$ cat src/rtl/riscv_pkg.sv
// rtl/riscv_pkg.sv - shared RISC-V pipeline types and constants
package riscv_pkg;

  localparam int unsigned DATA_WIDTH = 32;

  // addi x0,x0,0 - driven on the instruction bus whenever nothing is valid
  localparam logic [DATA_WIDTH-1:0] NOP_INSTR        = 32'h0000_0013;
  localparam logic [DATA_WIDTH-1:0] RESET_PC_DEFAULT = 32'h0000_0000;

  // One fetched instruction together with the address it came from
  typedef struct packed {
    logic [DATA_WIDTH-1:0] pc;
    logic [DATA_WIDTH-1:0] instr;
  } fetch_entry_t;

endpackage

$ cat src/rtl/fetch_skid_buffer.sv
// rtl/fetch_skid_buffer.sv - 2-entry FIFO of fetched {pc,instr} entries
module fetch_skid_buffer
  import riscv_pkg::*;
(
  input  logic         clk_i,
  input  logic         rst_i,
  input  logic         flush_i,
  input  logic         push_i,
  input  fetch_entry_t push_data_i,
  input  logic         pop_i,
  output logic [1:0]   count_o,
  output fetch_entry_t head_o
);

  fetch_entry_t slot0_q, slot0_d;
  fetch_entry_t slot1_q, slot1_d;
  logic [1:0]   count_q, count_d;
  logic         pop_eff;
  logic         push_eff;

  // Slot 0 is always the head; a pop shifts slot 1 forward
  always_comb begin
    slot0_d  = slot0_q;
    slot1_d  = slot1_q;
    count_d  = count_q;
    pop_eff  = pop_i && (count_q != 2'd0);
    push_eff = push_i && ((count_q != 2'd2) || pop_eff);
    if (flush_i) begin
      count_d = 2'd0;
    end else begin
      case ({push_eff, pop_eff})
        2'b10: begin
          if (count_q == 2'd0) slot0_d = push_data_i;
          else                 slot1_d = push_data_i;
          count_d = count_q + 2'd1;
        end
        2'b01: begin
          slot0_d = slot1_q;
          count_d = count_q - 2'd1;
        end
        2'b11: begin
          if (count_q == 2'd1) begin
            slot0_d = push_data_i;
          end else begin
            slot0_d = slot1_q;
            slot1_d = push_data_i;
          end
        end
        default: ;
      endcase
    end
  end

  // Storage and occupancy registers
  always_ff @(posedge clk_i) begin
    if (rst_i) begin
      slot0_q <= '0;
      slot1_q <= '0;
      count_q <= 2'd0;
    end else begin
      slot0_q <= slot0_d;
      slot1_q <= slot1_d;
      count_q <= count_d;
    end
  end

  assign count_o = count_q;
  assign head_o  = slot0_q;

endmodule

$ cat src/rtl/fetch_unit.sv
// rtl/fetch_unit.sv - fetch PC, IMEM request issue and fetch->decode handshake
module fetch_unit
  import riscv_pkg::*;
#(
  parameter logic [DATA_WIDTH-1:0] RESET_PC = RESET_PC_DEFAULT
) (
  input  logic                  clk,
  input  logic                  rst,
  output logic                  imem_en,
  output logic [DATA_WIDTH-1:0] imem_addr,
  input  logic [DATA_WIDTH-1:0] imem_rdata,
  input  logic                  redirect_valid,
  input  logic [DATA_WIDTH-1:0] redirect_pc,
  output logic [DATA_WIDTH-1:0] instruction,
  output logic [DATA_WIDTH-1:0] pc,
  output logic                  valid,
  input  logic                  ready
);

  logic [DATA_WIDTH-1:0] fetch_pc_q, fetch_pc_d;
  logic                  pending_q, pending_d;
  logic [DATA_WIDTH-1:0] pending_pc_q, pending_pc_d;

  logic [1:0]   count;
  fetch_entry_t head;
  fetch_entry_t push_data;
  logic         push;
  logic         pop;
  logic         issue;
  logic [2:0]   occupancy;

  // Outputs come straight from the queue head register
  always_comb begin
    valid       = (count != 2'd0);
    pc          = valid ? head.pc : '0;
    instruction = valid ? head.instr : NOP_INSTR;
  end

  // Issue only when the slot for the returning data is guaranteed free
  always_comb begin
    pop       = valid && ready;
    occupancy = {1'b0, count} + {2'b00, pending_q} - {2'b00, pop};
    issue     = !rst && !redirect_valid && (occupancy < 3'd2);
    imem_en   = issue;
    imem_addr = fetch_pc_q;
    push      = pending_q && !redirect_valid && !rst;
    push_data = '{pc: pending_pc_q, instr: imem_rdata};
  end

  // Next fetch address and in-flight bookkeeping; a redirect drops the in-flight read
  always_comb begin
    fetch_pc_d   = fetch_pc_q;
    pending_d    = issue;
    pending_pc_d = pending_pc_q;
    if (redirect_valid) begin
      fetch_pc_d = redirect_pc & {{(DATA_WIDTH-2){1'b1}}, 2'b00};
    end else if (issue) begin
      fetch_pc_d = fetch_pc_q + 32'd4;
    end
    if (issue) begin
      pending_pc_d = fetch_pc_q;
    end
  end

  // Fetch PC and pending-read registers
  always_ff @(posedge clk) begin
    if (rst) begin
      fetch_pc_q   <= RESET_PC;
      pending_q    <= 1'b0;
      pending_pc_q <= '0;
    end else begin
      fetch_pc_q   <= fetch_pc_d;
      pending_q    <= pending_d;
      pending_pc_q <= pending_pc_d;
    end
  end

  fetch_skid_buffer u_skid (
    .clk_i       (clk),
    .rst_i       (rst),
    .flush_i     (redirect_valid),
    .push_i      (push),
    .push_data_i (push_data),
    .pop_i       (pop),
    .count_o     (count),
    .head_o      (head)
  );

  // The issue rule must keep a full queue from ever receiving data
  a_no_push_when_full: assert property (
    @(posedge clk) disable iff (rst) !(push && (count == 2'd2))
  );

endmodule

$ cat config.mk
export PLATFORM = sky130hd
export DESIGN_NAME = fetch_unit
export DESIGN_NICKNAME = d
export VERILOG_FILES = /design/src/rtl/riscv_pkg.sv /design/src/rtl/fetch_skid_buffer.sv /design/src/rtl/fetch_unit.sv
export SDC_FILE = /design/constraint.sdc
export NUM_CORES = 1
export LEC_CHECK = 0
export BUFFER_PORTS_ARGS = -buffer_cell sky130_fd_sc_hd__buf_2
export CAP_MARGIN = 20
export CORE_ASPECT_RATIO = 1.2
export CORE_UTILIZATION = 40
export CTS_BUF_LIST = sky130_fd_sc_hd__clkbuf_16
export DETAILED_ROUTE_END_ITERATION = 10
export HOLD_SLACK_MARGIN = 0.06
export PLACE_DENSITY = 0.68
export SYNTH_ARGS = -nofsm -noshare
export SYNTH_HDL_FRONTEND = slang
export SYNTH_HIERARCHICAL = 1
export SYNTH_SLANG_ARGS = --single-unit
$ cat constraint.sdc
create_clock -name clk -period 3.7 [get_ports clk]
set_input_delay 0.185 -clock clk [delete_from_list [all_inputs] [get_ports clk]]
set_output_delay 0.185 -clock clk [all_outputs]
set_load 0.1 [all_outputs]
==> summary.txt, run 1 <==
Status
  • Status: completed

Worst setup path
  • Worst setup EP type: output pin
  • Flop-to-flop setup slack: 450 ps
  • Cell-by-cell listing of the critical path: or2_2 > and2_1 > ha_1 > nand2b_1 > fa_1 > xor2_1 > nand3b_1 > buf_12 > inv_6 > buf_4 > buf_12
  • Setup crit start kind: register
  • WP data arrival: 3290 ps
  • Critical path type: reg -> out
  • Top cell by count, worst path: buf_12
  • Critical-path top delay cell: dfxtp_1
  • Required time of the critical path: 3510 ps
  • CP peak stage delay: 380 ps
  • Crit Path Max Fanout: 43

Timing
  • Slew @ Worst Pin: 753 ps
  • Unrepaired setup endpoints after global routing: false
  • Setup_tns: 0 ps
  • Clock Skew: 15.7 ps
  • Final Hold Viols: 0
  • Final setup vio count: 0
  • Relative slew margins: 49.8%
  • Post-route clock period utilization: 94.0%
  • Tmin final: 3480 ps
  • Max Fclk: 0.287 GHz
  • Hold slack: 96.9 ps
  • Slew Limit Fails: 0

Finish
  • N_diodes: 0
  • Most frequent cells in the layout: nand2_1, dfxtp_1, buf_2
  • Post-Layout Inst Area: 0.0105 sq mm
  • Layout cells sized above 1: 17.0%
  • Area of the multi-input gates: 0.00429 sq mm
  • FF+latch area: 0.00382 sq mm
  • Area delta synth->final: 23.0%
  • Fin cells: 1,549
  • Final core utilization: 50.2%
  • Commonest non-fill, non-tap cell in the layout: nand2_1
  • Nets: 1,340
  • Fill cells: 2,019

Power
  • Lkg Pwr: 3.92 nW
  • Pwr/cell area: 415 mW/mm^2
  • VDD IR max: 289 uV
  • Clock share of power: 39.3%
  • Logic pwr share: 11.3%
  • Sw power: 1.19 mW
  • Switching part of the total power: 27.3%
  • Flop pwr share: 49.4%
  • Internal power: 3.17 mW

Routing
  • Starting DRC count in detailed routing: 458
  • Detail Route Antenna Nets: 0
  • Routed vias: 7,917
  • DR pass1 iterations: 7
  • Drt wl/cell: 14.1 microns
  • Vias per inst: 5.11
  • Drt drc: 0
  • Drt total wl: 21,800 microns

GRT
  • Largest net degree at the start of global routing: 129
  • Global-route usage over all layers: 20.0%
  • First-pass GRT wire length: 35,500 microns
  • Global route overflow: 0
  • Antenna violations before repair: 1
  • Vias in the first global route: 6,981

Synthesis
  • Most used flip-flop cell after synthesis: dfxtp_1
  • Sequential fraction of the synthesis area: 44.7%
  • Mapped Cells: 1,106
  • Yosys Warn Count: 6
  • Yosys reg bits: 191
  • Post-synth EDFFs: 0
  • Post-synth top area share: 44.7%
  • Mapped Avg Cell Area: 7.74 sq um
  • Asr flop ratio synth: 0%
  • Biggest area consumer among synthesized cells: dfxtp_1
  • Ranking of synthesized cells by area: dfxtp_1, nand2_1, a21oi_1, a311oi_1, and2_1
  • Netlist Area Pre-Place: 0.00856 sq mm
  • Synth unique cells: 57

Clock network
  • Clock transition at path regs: 70 ps
  • CTS tree: built
  • Clk buf depth: 2
  • Num CTS Buffers: 17
  • # clock sinks: 191
  • Root Buffer: clkbuf_16
  • H-tree depth: 4
  • Clk_lat worst skew: 430 ps

Die
  • Row count: 58
  • Die Wd: 136 microns
  • Initial core utilization: 40.8%
  • IO Pins: 166
  • Die Y: 162 microns
  • Die area: 0.0220 sq mm
  • Core area: 0.0210 sq mm

Placement
  • Dpl cells: 1,466
  • Final GP Congestion: 0.810
  • # port buffers: 161
  • DP Area: 0.00947 sq mm
  • Post-DP HPWL: 13,100 microns

Min path
  • Worst Hold Class: in -> reg

Job
  • Max Cap Viol: 0
[critical path: cells and delay by family, from the launching register on]
family,cells,cell delay (ps)
buffers and inverters,4,820
flip-flops,1,380
AND/OR/NAND/NOR,4,860
XOR/XNOR,1,140
adder cells (fa/ha/maj),2,640
[per-stage QoR]
step	setup slack [ps]	power, mW
CTS	132	4.43
detailed placement	262	2.66
finish	221	4.37
global route	4.66	4.55
floorplan	140	2.54
global placement	314	2.65
[cell type report]
cell class / instances / share of cell area [%]
inverter: 14 / 0.546
clock inverter: 15 / 1.16
sequential: 191 / 36.3
multi-input combinational: 816 / 40.7
clock buffer: 17 / 4.04
tap: 270 / 3.21
timing repair buffer: 226 / 14.1
[logic make-up (layout without fill, tap and decap cells)]
kind of cell / after synthesis / in the layout / synth area share (%)
AO/OA/AOI/OAI: 229 / 229 / 17.6
XOR/XNOR: 9 / 9 / 0.921
adder cells (fa/ha/maj): 6 / 6 / 0.964
buffers and inverters: 104 / 272 / 5.68
flip-flops: 191 / 191 / 44.7
multiplexers: 8 / 8 / 0.979
other: 1 / 6 / 0.0438
AND/OR/NAND/NOR: 558 / 558 / 29.2
[layer usage]
metal | part of all wire (%) | GRT usage [%] | up-vias
met5 | 0.060 | 0 | -
met4 | 0.88 | 6.03 | 2
met1 | 47 | 26.5 | 3607
met2 | 48 | 33.2 | 216
met3 | 4.4 | 3.21 | 17
li1 | - | - | 4075
[power by group through the flow]
| stage | clock network, mW | registers, mW | logic [mW] |
|---|---|---|---|
| 2_1_floorplan | 0 | 2.34 | 0.197 |
| 3_3_place_gp | 0 | 2.20 | 0.449 |
| 3_5_place_dp | 0 | 2.20 | 0.452 |
| 4_1_cts | 1.78 | 2.16 | 0.495 |
| 5_1_grt | 1.86 | 2.16 | 0.531 |
| 6_report | 1.71 | 2.16 | 0.493 |
[sequential cells by signal (all words and copies together) (netlist names)]
| register | count |
|---|---|
| u_skid/head_o | 64 |
| pending_pc_q | 30 |
| imem_addr | 30 |
| u_skid/count_o | 2 |
| pending_q | 1 |
| u_skid/slot1_q | 64 |
[synth_stat cells, types with 4 or more instances]
cell type and count:
nand2_1 340, dfxtp_1 191, a21oi_1 111, nor2_1 77, and2_1 69, a311oi_1 63
clkbuf_1 51, buf_2 20, inv_1 13, a31oi_1 12, nand3_1 12, or3_1 10
nand4_1 8, and3_1 7, buf_1 7, buf_6 7, nand2b_1 7, o21ai_0 6
o21ai_1 6, o22ai_1 6, xnor2_1 6, buf_4 5, ha_1 5, mux2i_1 5
nor3_1 5, nor4_1 4, nor4_2 4, o211ai_1 4
[timing repair]
action,in CTS,in global routing
hold endpoints to repair,83,0
endpoints found under the setup margin,1,1
buffers inserted,0,0
hold buffers,51,0
resized for setup,1,1
[path summary, 6_finish.rpt]
kind	startpoint	end	depth (start not counted)
worst max-delay path	u_skid/count_o[1]$_SDFFE_PP0P_	imem_en	11
worst min register to register	u_skid/slot1_q[27]$_SDFFE_PP0P_	u_skid/slot1_q[27]$_SDFFE_PP0P_	2
worst min-delay path	redirect_pc[30]	imem_addr[30]$_SDFFE_PP0P_	3
worst max register to register	u_skid/count_o[1]$_SDFFE_PP0P_	imem_addr[28]$_SDFFE_PP0P_	12
(Power assumes the default switching activity.)
==> run 2, diff against run 1 <==
--- a/config.mk
+++ b/config.mk
@@ -12,6 +12,7 @@
 export CTS_BUF_LIST = sky130_fd_sc_hd__clkbuf_16
 export DETAILED_ROUTE_END_ITERATION = 10
 export HOLD_SLACK_MARGIN = 0.06
+export MAX_ROUTING_LAYER = met4
 export PLACE_DENSITY = 0.68
 export SYNTH_ARGS = -nofsm -noshare
 export SYNTH_HDL_FRONTEND = slang
==> run 2 against run 1 <==
Compared with the run above: setup slack better by 4.5 ps; largest cell class unchanged; hold slack better by 0.58 ps; register-to-register slack hardly changed; sequential cell count stayed put; routed wire length is 0.34% lower; critical path depth stayed put.
==> summary.txt, run 2 (same netlist as run 1, synthesis figures left out) <==
GRT
  • Global-route usage over all layers: 20.6%
  • Antenna violations before repair: 1
  • Global route overflow: 0
  • Largest net degree at the start of global routing: 129
  • First-pass GRT wire length: 35,500 microns
  • Vias in the first global route: 6,974

Placement
  • Final GP Congestion: 0.825
  • Dpl ws: 262 ps
  • Post-DP HPWL: 13,100 microns
  • Dpl cells: 1,466
  • DP Area: 0.00947 sq mm
  • # port buffers: 161

Timing
  • Setup slack after layout: 225 ps
  • Slew Limit Fails: 0
  • Setup_tns: 0 ps
  • Max Fclk: 0.288 GHz
  • Clock Skew: 14.8 ps
  • Slew @ Worst Pin: 760 ps
  • Unrepaired setup endpoints after global routing: false
  • Final setup vio count: 0
  • Tmin final: 3470 ps
  • Relative slew margins: 49.3%
  • Post-route clock period utilization: 93.9%
  • Final Hold Viols: 0
  • Hold slack: 97.5 ps

Routing
  • DR pass1 iterations: 8
  • Vias per inst: 5.07
  • Routed vias: 7,854
  • Drt wl/cell: 14.0 microns
  • Drt total wl: 21,700 microns
  • Starting DRC count in detailed routing: 493
  • Detail Route Antenna Nets: 0
  • Drt drc: 0

Die
  • Die area: 0.0220 sq mm
  • IO Pins: 166
  • Initial core utilization: 40.8%
  • Die Wd: 136 microns
  • Row count: 58
  • Die Y: 162 microns
  • Core area: 0.0210 sq mm

Clock network
  • H-tree depth: 4
  • Clock transition at path regs: 70 ps
  • CTS tree: built
  • # clock sinks: 191
  • Clk buf depth: 2
  • Num CTS Buffers: 17
  • Clk_lat worst skew: 420 ps
  • Root Buffer: clkbuf_16

Power
  • Flop pwr share: 49.4%
  • Switching part of the total power: 27.3%
  • Lkg Pwr: 3.92 nW
  • Pwr/cell area: 414 mW/mm^2
  • Clock share of power: 39.3%
  • Logic pwr share: 11.3%
  • VDD IR max: 288 uV
  • Internal power: 3.17 mW
  • Sw power: 1.19 mW
  • PnR Total Power: 4.37 mW

Finish
  • Post-Layout Inst Area: 0.0105 sq mm
  • Fin cells: 1,550
  • Layout cells sized above 1: 17.0%
  • Final core utilization: 50.2%
  • Area delta synth->final: 23.0%
  • Most frequent cells in the layout: nand2_1, dfxtp_1, buf_2
  • Fill cells: 2,018
  • Commonest non-fill, non-tap cell in the layout: nand2_1
  • Nets: 1,340

Worst setup path
  • Setup crit start kind: register
  • WP data arrival: 3290 ps
  • Worst R2R Path Depth: 12
  • Worst setup EP type: output pin
  • Crit Path Max Fanout: 43
  • Required time of the critical path: 3510 ps
  • Critical path type: reg -> out

Status
  • Status: completed

Min path
  • Worst Hold Path Cells: 3
  • Worst Hold Class: in -> reg

Job
  • Max Cap Viol: 0
## run 2: changes by cell type in the layout (fill, tap and decap cells not counted), sizes merged
cell / change
diode: +1
## run 2: layout make-up
type	instances	area, sq um	share of cell area [%]
Timing Repair Buffer	226	1480	14.0
Tap cell	270	338	3.21
Clock buffer	17	425	4.04
Antenna cell	1	2.50	0.0238
Inverter	14	57.6	0.546
Multi-Input combinational cell	816	4290	40.7
Sequential cell	191	3820	36.3
Clock inverter	15	123	1.16
## run 2: repair_timing
action	in CTS	in global routing
gates resized for setup	1	1
setup buffers	0	0
endpoints found under the hold margin	83	0
endpoints found under the setup margin	1	1
hold buffers	51	0
gates cloned	0	0
## run 2: power groups by stage
stage          clock (mW)  sequential [mW]  combinational (mW)
3_3_place_gp            0             2.20               0.449
3_5_place_dp            0             2.20               0.452
6_report             1.71             2.16               0.493
5_1_grt              1.86             2.16               0.531
2_1_floorplan           0             2.34               0.197
4_1_cts              1.78             2.16               0.495
## run 2: path summary, 6_finish.rpt
path	startpoint	endpoint	slack, ps
max reg2reg	u_skid/count_o[1]$_SDFFE_PP0P_	imem_addr[28]$_SDFFE_PP0P_	460
max	u_skid/count_o[1]$_SDFFE_PP0P_	imem_en	230
min reg2reg	u_skid/slot1_q[11]$_SDFFE_PP0P_	u_skid/slot1_q[11]$_SDFFE_PP0P_	450
min	redirect_pc[30]	imem_addr[30]$_SDFFE_PP0P_	100
## run 2: routing by layer
| layer | share of wire [%] | GRT usage (%) | vias up |
|---|---|---|---|
| met5 | 0 | - | - |
| met4 | 1.0 | 6.03 | 0 |
| met3 | 4.0 | 3.06 | 17 |
| met1 | 48 | 26.6 | 3570 |
| li1 | - | - | 4081 |
| met2 | 47 | 33.3 | 186 |
## run 2: critical path: stages (launching register included)
cell and delay [ps]:
dfxtp_1 380, or2_2 310, and2_1 200, ha_1 270, nand2b_1 150, fa_1 370
xor2_1 140, nand3b_1 200, buf_12 220, inv_6 180, buf_4 230, buf_12 190
==> run 3, diff against run 2 <==
--- a/config.mk
+++ b/config.mk
@@ -13,7 +13,6 @@
 export DETAILED_ROUTE_END_ITERATION = 10
 export HOLD_SLACK_MARGIN = 0.06
 export MAX_ROUTING_LAYER = met4
-export PLACE_DENSITY = 0.68
 export SYNTH_ARGS = -nofsm -noshare
 export SYNTH_HDL_FRONTEND = slang
 export SYNTH_HIERARCHICAL = 1
==> constraint.sdc (replaced) <==
create_clock -name clk -period 3.6 [get_ports clk]
set_input_delay 0.18 -clock clk [delete_from_list [all_inputs] [get_ports clk]]
set_output_delay 0.18 -clock clk [all_outputs]
set_load 0.1 [all_outputs]
==> run 3 against run 2 <==
Compared with the run above: sequential share of layout area fell by 0.23 points; first-iteration DRC count shrank 7.9%; register-to-register slack lost 130 ps; total power rose by 4.4%; global-route usage is 0.18 points lower; critical path depth did not move; combinational power grew 3%; cell area increased by 0.63%; via count about the same; clock power increased by 7%; setup slack lost 64 ps; die area unchanged; critical endpoint unchanged; largest cell class unchanged; highest routed layer unchanged.
==> summary.txt, run 3 (same netlist as run 1, synthesis figures left out) <==
Die
  • IO Pins: 166
  • Die area: 0.0220 sq mm
  • Row count: 58
  • Initial core utilization: 40.8%
  • Core area: 0.0210 sq mm
  • Die Wd: 136 microns
  • Die Y: 162 microns

Timing
  • Slew Limit Fails: 0
  • Post-route clock period utilization: 95.5%
  • Clock Skew: 9.49 ps
  • Max Fclk: 0.291 GHz
  • Setup slack after layout: 161 ps
  • Final Hold Viols: 0
  • Final setup vio count: 0
  • Tmin final: 3440 ps
  • Hold slack: 138 ps
  • Slew @ Worst Pin: 941 ps
  • Relative slew margins: 37.3%
  • Unrepaired setup endpoints after global routing: false
  • Setup_tns: 0 ps

Worst setup path
  • Top cell by count, worst path: buf_12
  • Worst setup EP type: output pin
  • Critical-path top delay cell: dfxtp_1
  • Crit Path Max Fanout: 21
  • Setup crit start kind: register
  • Critical path type: reg -> out
  • Required time of the critical path: 3420 ps
  • Cell-by-cell listing of the critical path: or2_2 > and2_1 > ha_1 > nand2b_1 > fa_1 > xor2_1 > nand3b_1 > buf_4 > inv_2 > buf_12 > buf_12
  • CP peak stage delay: 370 ps
  • WP data arrival: 3260 ps

Routing
  • Drt wl/cell: 14.0 microns
  • DR pass1 iterations: 5
  • Drt total wl: 21,700 microns
  • Detail Route Antenna Nets: 0
  • Routed vias: 7,852
  • Drt drc: 0
  • Vias per inst: 5.06
  • Starting DRC count in detailed routing: 454

Power
  • Lkg Pwr: 3.96 nW
  • Internal power: 3.33 mW
  • Pwr/cell area: 430 mW/mm^2
  • PnR Total Power: 4.56 mW
  • Clock share of power: 40.2%
  • Logic pwr share: 11.1%
  • VDD IR max: 320 uV
  • Switching part of the total power: 26.9%
  • Flop pwr share: 48.7%
  • Sw power: 1.22 mW

Clock network
  • CTS tree: built
  • Clock transition at path regs: 70 ps
  • Clk buf depth: 2
  • Post-CTS Resized: 0
  • # hold bufs at CTS: 52
  • H-tree depth: 4
  • # clock sinks: 191
  • Num CTS Buffers: 17
  • Post-CTS Setup Bufs: 0
  • Root Buffer: clkbuf_16
  • Clk_lat worst skew: 430 ps

Finish
  • Nets: 1,343
  • Most frequent cells in the layout: nand2_1, dfxtp_1, buf_2
  • Fin cells: 1,552
  • Final core utilization: 50.5%
  • Commonest non-fill, non-tap cell in the layout: nand2_1
  • N_diodes: 0
  • Layout cells sized above 1: 17.2%
  • Post-Layout Inst Area: 0.0106 sq mm
  • Area delta synth->final: 23.8%

Placement
  • DP Area: 0.00951 sq mm
  • # port buffers: 161
  • Post-DP HPWL: 13,600 microns
  • Dpl cells: 1,468
  • Dpl ws: 361 ps
  • Final GP Congestion: 0.776

GRT
  • First-pass GRT wire length: 35,100 microns
  • Antenna violations before repair: 0
  • Largest net degree at the start of global routing: 104
  • Vias in the first global route: 7,006
  • Global-route usage over all layers: 20.4%
  • Global route overflow: 0

Job
  • Max Cap Viol: 0

Status
  • Status: completed

Min path
  • Worst Hold Class: in -> reg
-- run 3: layout make-up --
type | count | area (sq um)
Clock inverter | 15 | 146
Tap cell | 270 | 338
Timing Repair Buffer | 229 | 1530
Sequential cell | 191 | 3820
Multi-Input combinational cell | 816 | 4290
Fill cell | 2130 | 10400
Clock buffer | 17 | 425
Inverter | 14 | 52.6
-- run 3: layer usage --
| layer | share of wire, % | up-vias | global-route usage, % |
|---|---|---|---|
| met4 | 1.1 | 0 | 6.08 |
| met2 | 47 | 204 | 32.3 |
| met1 | 48 | 3556 | 26.8 |
| li1 | - | 4073 | - |
| met3 | 4.2 | 19 | 3.21 |
| met5 | 0 | - | - |
-- run 3: path summary, 6_finish.rpt --
check	slack (ps)	to	start	cells after the start
setup / recovery	160	imem_en	u_skid/count_o[1]$_SDFFE_PP0P_	11
hold / removal	140	imem_addr[23]$_SDFFE_PP0P_	redirect_pc[23]	4
setup reg to reg	330	imem_addr[17]$_SDFFE_PP0P_	u_skid/count_o[1]$_SDFFE_PP0P_	12
hold reg to reg	450	u_skid/slot1_q[20]$_SDFFE_PP0P_	u_skid/slot1_q[20]$_SDFFE_PP0P_	2
-- run 3: critical path: cells and delay by family (launching register included) --
family / cells / cell delay (ps)
buffers and inverters: 4 / 840
and+or+nand+nor: 4 / 820
adders and majority gates: 2 / 640
DFF: 1 / 370
xor gates and xnor gates: 1 / 150
-- run 3: power by group through the flow --
stage,clock [mW],combinational (mW),sequential [mW]
3_5_place_dp,0,0.466,2.26
2_1_floorplan,0,0.202,2.40
4_1_cts,1.89,0.510,2.22
3_3_place_gp,0,0.462,2.26
5_1_grt,1.98,0.546,2.22
6_report,1.83,0.507,2.22
